[src/rtl/convertor_pkg.sv]
// Shared types for the convertor APB requester: bus widths, FSM states
// and the queued command record.
package convertor_pkg;

    localparam int ADDR_WIDTH = 2;
    localparam int DATA_WIDTH = 8;

    typedef enum logic [1:0] {
        IDLE,
        SETUP,
        ACCESS
    } apb_state_e;

    typedef struct packed {
        logic                  write;
        logic [ADDR_WIDTH-1:0] addr;
        logic [DATA_WIDTH-1:0] wdata;
    } apb_cmd_t;

endpackage

[src/rtl/convertor_cmd_fifo.sv]
// Synchronous command FIFO feeding the APB sequencer; depth must be a
// power of two so the pointers wrap naturally.
module convertor_cmd_fifo
    import convertor_pkg::*;
#(
    parameter  int QUEUE_DEPTH = 2,
    localparam int PTR_W       = $clog2(QUEUE_DEPTH),
    localparam int CNT_W       = PTR_W + 1
) (
    input  logic             clk,
    input  logic             reset,
    input  logic             push,
    input  apb_cmd_t         wr_data,
    input  logic             pop,
    output apb_cmd_t         rd_data,
    output logic [CNT_W-1:0] count,
    output logic             full,
    output logic             empty
);

    apb_cmd_t         mem [QUEUE_DEPTH];
    logic [PTR_W-1:0] wr_ptr;
    logic [PTR_W-1:0] rd_ptr;
    logic             do_push;
    logic             do_pop;

    assign full    = (count == CNT_W'(QUEUE_DEPTH));
    assign empty   = (count == '0);
    assign do_push = push && !full;
    assign do_pop  = pop && !empty;
    assign rd_data = mem[rd_ptr];

    always_ff @(posedge clk) begin
        if (reset) begin
            wr_ptr <= '0;
            rd_ptr <= '0;
            count  <= '0;
        end else begin
            if (do_push) wr_ptr <= wr_ptr + 1'b1;
            if (do_pop)  rd_ptr <= rd_ptr + 1'b1;
            count <= count + CNT_W'(do_push) - CNT_W'(do_pop);
        end
    end

    always_ff @(posedge clk) begin
        if (do_push) mem[wr_ptr] <= wr_data;
    end

endmodule

[src/rtl/convertor_apb_master.sv]
// APB requester: queues commands and sequences SETUP/ACCESS phases.
// Optional ACCESS-phase abort on stalled pready: define APB_TIMEOUT_EN.
module convertor_apb_master #(
    parameter int ADDR_WIDTH     = 2,
    parameter int DATA_WIDTH     = 8,
    parameter int QUEUE_DEPTH    = 2,
    parameter int TIMEOUT_CYCLES = 16
) (
    input  logic                  clk,
    input  logic                  reset,
    input  logic                  cmd_valid,
    output logic                  cmd_ready,
    input  logic                  cmd_write,
    input  logic [ADDR_WIDTH-1:0] cmd_addr,
    input  logic [DATA_WIDTH-1:0] cmd_wdata,
    output logic                  rsp_valid,
    output logic [DATA_WIDTH-1:0] rsp_rdata,
    output logic                  rsp_err,
    output logic [ADDR_WIDTH-1:0] paddr,
    output logic                  pwrite,
    output logic                  psel,
    output logic                  penable,
    output logic [DATA_WIDTH-1:0] pwdata,
    input  logic [DATA_WIDTH-1:0] prdata,
    input  logic                  pready
);

    import convertor_pkg::*;

    localparam int CNT_W = $clog2(QUEUE_DEPTH) + 1;

    // The queued record is sized by the package widths.
    if (ADDR_WIDTH != convertor_pkg::ADDR_WIDTH ||
        DATA_WIDTH != convertor_pkg::DATA_WIDTH ||
        QUEUE_DEPTH < 2 ||
        (QUEUE_DEPTH & (QUEUE_DEPTH - 1)) != 0 ||
        TIMEOUT_CYCLES < 1) begin : g_bad_cfg
        $error("convertor_apb_master: bad parameters");
    end

    apb_state_e       state;
    apb_state_e       state_nx;
    apb_cmd_t         cmd_in;
    apb_cmd_t         head;
    apb_cmd_t         next_cmd;
    logic [CNT_W-1:0] count;
    logic             full;
    logic             empty;
    logic             push;
    logic             pop;
    logic             pending;
    logic             done;
    logic             expired;

    assign cmd_ready = (count < CNT_W'(QUEUE_DEPTH));
    assign push      = cmd_valid && !full;
    assign cmd_in    = '{write: cmd_write, addr: cmd_addr, wdata: cmd_wdata};
    // An empty queue lets this cycle's command start SETUP straight away.
    assign pending   = !empty || push;
    assign next_cmd  = empty ? cmd_in : head;

    convertor_cmd_fifo #(
        .QUEUE_DEPTH (QUEUE_DEPTH)
    ) u_fifo (
        .clk     (clk),
        .reset   (reset),
        .push    (push),
        .wr_data (cmd_in),
        .pop     (pop),
        .rd_data (head),
        .count   (count),
        .full    (full),
        .empty   (empty)
    );

`ifdef APB_TIMEOUT_EN
    localparam int TO_W = $clog2(TIMEOUT_CYCLES) + 1;

    logic [TO_W-1:0] wait_cnt;

    assign expired = (state == ACCESS) && !pready &&
                     (wait_cnt == TO_W'(TIMEOUT_CYCLES - 1));

    always_ff @(posedge clk) begin
        if (reset) begin
            wait_cnt <= '0;
        end else if (state_nx == SETUP) begin
            wait_cnt <= '0;
        end else if (state == ACCESS && !pready) begin
            wait_cnt <= wait_cnt + 1'b1;
        end
    end

    always_ff @(posedge clk) begin
        if (reset) rsp_err <= 1'b0;
        else       rsp_err <= expired;
    end
`else
    assign expired = 1'b0;
    assign rsp_err = 1'b0;
`endif

    always_ff @(posedge clk) begin
        if (reset) state <= IDLE;
        else       state <= state_nx;
    end

    always_comb begin
        state_nx = state;
        pop      = 1'b0;
        done     = 1'b0;
        unique case (state)
            IDLE: begin
                if (pending) state_nx = SETUP;
            end
            SETUP: begin
                pop      = 1'b1;
                state_nx = ACCESS;
            end
            ACCESS: begin
                if (pready) begin
                    done     = 1'b1;
                    state_nx = pending ? SETUP : IDLE;
                end else if (expired) begin
                    state_nx = IDLE;
                end
            end
            default: state_nx = IDLE;
        endcase
    end

    assign psel    = (state != IDLE);
    assign penable = (state == ACCESS);

    always_ff @(posedge clk) begin
        if (reset) begin
            paddr     <= '0;
            pwrite    <= 1'b0;
            pwdata    <= '0;
            rsp_valid <= 1'b0;
            rsp_rdata <= '0;
        end else begin
            rsp_valid <= done || expired;
            if (done) begin
                rsp_rdata <= pwrite ? '0 : prdata;
            end else if (expired) begin
                rsp_rdata <= '0;
            end
            if (state_nx == SETUP) begin
                paddr  <= next_cmd.addr;
                pwrite <= next_cmd.write;
                pwdata <= next_cmd.wdata;
            end
        end
    end

endmodule
[config.mk]
export PLATFORM = sky130hd
export DESIGN_NAME = convertor_apb_master
export DESIGN_NICKNAME = d
export VERILOG_FILES = /design/src/rtl/convertor_pkg.sv /design/src/rtl/convertor_cmd_fifo.sv /design/src/rtl/convertor_apb_master.sv
export SDC_FILE = /design/constraint.sdc
export NUM_CORES = 1
export LEC_CHECK = 0
export ABC_AREA = 1
export CORE_ASPECT_RATIO = 1.1
export CORE_MARGIN = 3
export CORE_UTILIZATION = 62
export CTS_CLUSTER_DIAMETER = 50
export CTS_CLUSTER_SIZE = 24
export DETAILED_ROUTE_END_ITERATION = 16
export DONT_BUFFER_PORTS = 1
export HOLD_SLACK_MARGIN = 0.12
export PLACE_DENSITY = 0.76
export SYNTH_ARGS = -nofsm -noshare
export SYNTH_HDL_FRONTEND = slang
export SYNTH_HIERARCHICAL = 1
export SYNTH_SLANG_ARGS = --single-unit
[constraint.sdc]
create_clock -name clk -period 1.9 [get_ports clk]
set_input_delay 0.57 -clock clk [delete_from_list [all_inputs] [get_ports clk]]
set_output_delay 0.57 -clock clk [all_outputs]
set_load 0.01 [all_outputs]
Word-level counts from Yosys, hierarchy flattened
Memories as Yosys holds them, arrays and structs flattened. A register that Yosys moved wholly into a read port is not among the register bits.
Index checks and enable logic that the tools add are counted.
{"block": "totals", "elab_cells": 41, "memories": 1, "latch_bits": 0, "output_inout_bits": 24, "ff_bits": 26, "ramBits": 22, "rom_bits": 0}
{"name": "u_fifo.mem", "words": 2, "width": 11, "read_ports": 1, "rd_clocked_by_memory_dff": 1, "write_ports": 1, "line_no": "convertor_cmd_fifo.sv:21", "text": "apb_cmd_t mem [QUEUE_DEPTH];"}
{"block": "classes", "eq_ne": 4, "order_cmp": 1, "n_mul": 0, "mux": 13, "n_shift": 0, "reduce_logical": 9, "bitwise": 0, "n_div": 0, "addsub": 4}
{"operator": "$mux 11", "count": 1}
{"operator": "$mux 1", "count": 8}
{"operator": "$mux 8", "count": 1}
{"operator": "$pmux 2 s3", "count": 1}
{"operator": "$eq 2x1->1 const B", "count": 2}
{"operator": "$eq 2x2->1 const B", "count": 2}
{"operator": "$logic_not 2->1", "count": 2}
{"operator": "$mux 2", "count": 2}
{"operator": "$logic_and 1x1->1", "count": 3}
{"operator": "$add 1x1->1 const B", "count": 2}
{"operator": "$add 2x1->2", "count": 1}
{"operator": "$logic_not 1->1", "count": 2}
{"operator": "$lt 2x2->1 const B", "count": 1}
{"operator": "$reduce_bool 2->1", "count": 1}
{"operator": "$sub 2x1->2", "count": 1}
{"operator": "$logic_or 1x1->1", "count": 1}

Depth between registers and ports, before layout
{"block": "depth", "word_depth": 8, "depth_mapped": 15, "depth_no_buf": 15}

Modules after synthesis
Netlist, hierarchy kept.
{"module": "convertor_cmd_fifo", "area_each_um2": 1084.8, "cells_each": 73, "n_inst": 1}
{"module": "convertor_apb_master", "area_each_um2": 1043.5, "cells_each": 162, "n_inst": 1}

Worst setup path after synthesis
Ideal clock, no wire load.
{"block": "synth_path", "path_type": "input -> register", "startpoint": "input cmd_valid", "endpoint": "memory u_fifo/mem[0][0] in the netlist's numbering, enable pin", "t_required_ns": 1.522, "n_path_buf": 0, "setup_time_ns": 0.378, "t_arrival_ns": 1.262, "path_stages": 4, "path_slack_ns": 0.259, "cell_sequence": "nand2_1 inv_1 nand2_1 nor2_1"}
{"block": "synth_via", "elab_chain_cells": 4}
{"element": "from (decl)", "line_no": "convertor_apb_master.sv:11", "text": "input logic cmd_valid,"}
{"element": "$logic_and 1x1->1", "line_no": "convertor_apb_master.sv:56", "text": "assign push = cmd_valid && !full;"}
{"element": "named net push", "line_no": "convertor_apb_master.sv:49", "text": "logic push;"}
{"element": "$logic_and 1x1->1", "line_no": "convertor_cmd_fifo.sv:29", "text": "assign do_push = push && !full;"}
{"element": "$mux 1", "line_no": "convertor_cmd_fifo.sv:46", "text": "if (do_push) mem[wr_ptr] <= wr_data;"}
{"element": "$mux 1 (not written as such)", "line_no": "convertor_cmd_fifo.sv:46"}
{"element": "to (decl)", "line_no": "convertor_cmd_fifo.sv:21"}
The timed path passes the listed nets, and every way through them passes these cells.

Worst setup path after layout
{"block": "layout_path", "startpoint": "register u_fifo.count[0]", "endpoint": "register u_fifo.count[1]"}
{"block": "layout_via", "elab_chain_cells": 6}
{"element": "from (decl)", "line_no": "convertor_cmd_fifo.sv:16", "text": "output logic [CNT_W-1:0] count,"}
{"element": "from (signal assigned)", "line_no": "convertor_cmd_fifo.sv:41", "text": "count <= count + CNT_W'(do_push) - CNT_W'(do_pop);"}
{"element": "$eq 2x2->1", "line_no": "convertor_cmd_fifo.sv:27", "text": "assign full = (count == CNT_W'(QUEUE_DEPTH));"}
{"element": "named net full", "line_no": "convertor_apb_master.sv:47", "text": "logic full;"}
{"element": "$logic_not 1->1", "line_no": "convertor_apb_master.sv:56"}
{"element": "$logic_and 1x1->1", "line_no": "convertor_apb_master.sv:56"}
{"element": "named net push", "line_no": "convertor_apb_master.sv:49"}
{"element": "$logic_and 1x1->1", "line_no": "convertor_cmd_fifo.sv:29"}
{"element": "$add 2x1->2", "line_no": "convertor_cmd_fifo.sv:41"}
{"element": "$sub 2x1->2", "line_no": "convertor_cmd_fifo.sv:41"}
The timed path passes the listed nets, and every way through them passes these cells.
A chain may end at the register's enable or synchronous reset.

==> out/summary.log <==
[sta] Period Utilization, post-route 90.1%
[route] number of vias in the routed layout 1442
[clocking] Hold Buf Count CTS 0
[hold_path] worst hold path type input pin to flip-flop
[route] via count normalized by instance count 5.28
[worst_setup_path] FF-to-FF setup slack 0.19 ns
[power_and_ir_drop] Worst VDD drop 0.863 mV
[place] port buffer count 0
[die] DIE AREA 0.00417 mm^2
[global_routing] global routing met1 resource utilization 20.6%
[global_routing] initial antenna violation count 0
[global_routing] met3 Usage GRT 5.74%
[hold_path] terminating pin of the worst hold path state[0]
[die] floorplan core area 0.00315 mm^2
[route] Detailed Route Iter0 Violations 42
[logic_synthesis] number of instances in the synthesized netlist 235
[clocking] number of levels the H-tree was split into 2
[die] num rows 21
[power_and_ir_drop] proportion of power drawn by the clock network 16.2%
[die] vertical die dimension 67.5 um
[finish] most used cells in the layout excluding fill and tap cells 53 x nand2_1, 36 x inv_1, 31 x nor2_1
[power_and_ir_drop] PwrDens 1460 mW/mm^2
[place] minimum setup slack after placement 0.132 ns
[finish] Net count, final 263
[logic_synthesis] distinct cell type count after synthesis 21
[route] DRC Markers 0
[power_and_ir_drop] internal power of the cells 2.03 mW
[worst_setup_path] Register-to-Register Path Depth 14
[hold_path] instance count along the most critical hold path 1
[sta] final hold slack 0.269 ns
[flow_run] number of max-cap violations 0
[logic_synthesis] number of nets in the synthesized netlist 260
[finish] fraction of final layout cells sized beyond drive strength 1 13.4%
[power_and_ir_drop] switching power 1.20 mW
[route] wire length reported by the detailed router 3.69 mm
[worst_setup_path] data required time of the critical path 2.14 ns
[worst_setup_path] type of origin of the critical path flip-flop
[sta] time the final worst path needs with I/O delays and setup 1.71 ns
[global_routing] global route total overflow 0
[place] routability-driven placement congestion ratio 0.703
[sta] final number of setup-violating endpoints 0
[power_and_ir_drop] Reg power frac 49.0%
[clocking] maximum buffer depth of the clock tree 2
[clocking] TritonCTS clock tree yes
[logic_synthesis] netlist area before placement 0.00213 mm^2
[logic_synthesis] number of synthesized flops with an enable pin 22
[hold_path] Worst Hold Launch reset
[logic_synthesis] sequential area share after synthesis 56.4%
[worst_setup_path] endpoint type of the worst setup path flip-flop
[sta] Max Freq 584 MHz
[clocking] total number of clock tree sinks 49
[place] HPWL after detailed placement 2.75 mm
[sta] Layout Skew 0.0171 ns
[worst_setup_path] launching element of the worst setup path u_fifo/count[0]
[route] first-pass iteration count of the detailed router 4
[sta] final number of max-transition violations 0
[global_routing] global-route layer with the greatest usage met2
[logic_synthesis] asr flop ratio synth 0%
[finish] Util after Layout 70.2%
[worst_setup_path] Critical Path AT 1.96 ns
[clocking] clk slew on worst S/H paths 0.13 ns
[sta] Final Hold Vio Count 0
[die] Starting Density 67.5%
[worst_setup_path] FF-to-FF Start u_fifo/count[0]
[power_and_ir_drop] fraction of power spent switching nets 37.2%
[global_routing] vias in the first global route 1455
[global_routing] first-pass GRT wire length 5.91 mm
[logic_synthesis] most frequently used flop master after synthesis dfxtp_1
[logic_synthesis] synth warn 6
[logic_synthesis] mean area per synthesized cell 9.06 um^2
[clocking] number of buffers created by CTS 5
[route] detail-routed net length per standard cell 13.5 um
[worst_setup_path] critical path type flip-flop to flip-flop
[finish] area growth from synthesis to layout 3.94%
[sta] fin worst setup slack 0.188 ns
[worst_setup_path] worst-path maximum fanout 4
[finish] most common library cell in the layout ignoring fill and taps nand2_1
[finish] number of inserted diodes 0
[global_routing] met2 routing resource usage after global routing 34.3%
[place] Placed Instances 265
[global_routing] maximum number of pins on one net before global-route repair 24
[die] Die X 61.9 um
[power_and_ir_drop] leakage dissipation 1.02 nW
[logic_synthesis] #FFs+latches synth 49
[clocking] clock root cell clkbuf_4
[global_routing] Global Route Usage Sum 19.4%
[clocking] worst-skew pair later-pin latency 0.35 ns
[route] count of antenna-violating nets left after detailed routing 0
[die] count of pins on the block boundary 47
[finish] final instance count without filler cells 273
[sta] setup total negative slack 0 ns
[run_status] result of the run complete, no violations
[worst_setup_path] r2r endpoint u_fifo/count[1]
[power_and_ir_drop] combinational share of power 34.8%
==> synthesized netlist by cell type (2+ instances only) <==
cell	instances	share of area, %
nor2_1	31	5.5
inv_1	37	6.5
o21ai_0	19	4.5
inv_2	2	0.35
buf_2	2	0.47
dfxtp_1	27	25
edfxtp_1	22	31
nand2_1	54	9.5
buf_6	3	1.6
a21oi_1	2	0.47
nand3_1	12	2.8
mux2_4	10	7.1
nor2_2	2	0.59
ha_1	2	1.2
nand2_2	3	0.88
buf_4	2	0.71
==> cell type report <==
cell class	count	area, um^2
tap	34	42.5
timing repair buffer	4	30.0
clock inverter	1	5.00
multi-input combinational	138	716
inverter	40	150
clock buffer	7	66.3
fill	245	941
sequential	49	1200
==> power by group through the flow <==
stage | clock (mW) | combinational (mW) | sequential [mW]
floorplan | 0 | 0.963 | 1.57
global placement | 0 | 1.08 | 1.59
detailed placement | 0 | 1.12 | 1.61
CTS | 0.538 | 1.13 | 1.59
global route | 0.576 | 1.28 | 1.62
finish | 0.523 | 1.12 | 1.58
==> stage by stage <==
stage | total power, mW | instance area (um^2)
global placement | 2.67 | 2140
CTS | 3.26 | 2210
finish | 3.23 | 2210
detailed placement | 2.74 | 2140
floorplan | 2.53 | 2130
global route | 3.48 | 2210
==> worst max-delay path by stage <==
stage / end / cells past startpoint
5_1_grt: u_fifo/count[1] / 14
6_report: u_fifo/count[1] / 14
3_5_place_dp: u_fifo/count[1] / 14
3_3_place_gp: u_fifo/count[1] / 14
2_1_floorplan: u_fifo/mem[0][0] / 4
4_1_cts: u_fifo/count[1] / 14
==> flip-flops by register name, summed over array words and instances (netlist names), named ones only <==
signal	cells
u_fifo/mem	22
pwdata	8
rsp_rdata	8
paddr	2
state	2
u_fifo/count	2
pwrite	1
rsp_valid	1
u_fifo/rd_ptr	1
u_fifo/wr_ptr	1
==> cell families (layout without fill, tap and decap cells) <==
| logic type | after synthesis | after routing | share of synthesized area (%) |
|---|---|---|---|
| AO/OA/AOI/OAI | 22 | 22 | 5.29 |
| adder cells (fa/ha/maj) | 2 | 2 | 1.18 |
| buffers and inverters | 48 | 52 | 10.1 |
| flip-flops | 49 | 49 | 56.4 |
| multiplexers | 11 | 11 | 7.58 |
| other | 1 | 1 | 0.176 |
| AND/OR/NAND/NOR | 102 | 102 | 19.3 |
==> per-layer routing <==
layer  up-vias  part of all wire [%]
met5         -                     0
met4         0                   2.3
met3         9                   6.6
met2        43                    51
met1       655                    40
li1        735                     -
==> critical path: stages, from the launching register on <==
cell     delay, ns
dfxtp_2       0.36
inv_1         0.06
nand2_2       0.08
inv_1         0.05
inv_1         0.04
nand2_1       0.06
inv_2         0.07
nand2_1       0.07
ha_1          0.28
inv_1         0.04
ha_1          0.18
inv_1         0.06
nand2_1       0.06
a21oi_1       0.16
nor2_1        0.06
==> repair_timing <==
| item | in CTS | in global routing |
|---|---|---|
| hold endpoints to repair | 0 | 0 |
| setup buffers | 0 | 0 |
| setup endpoints to repair | 0 | 1 |
| gates resized for setup | 0 | 3 |
Power figures use the tool's default switching activity.
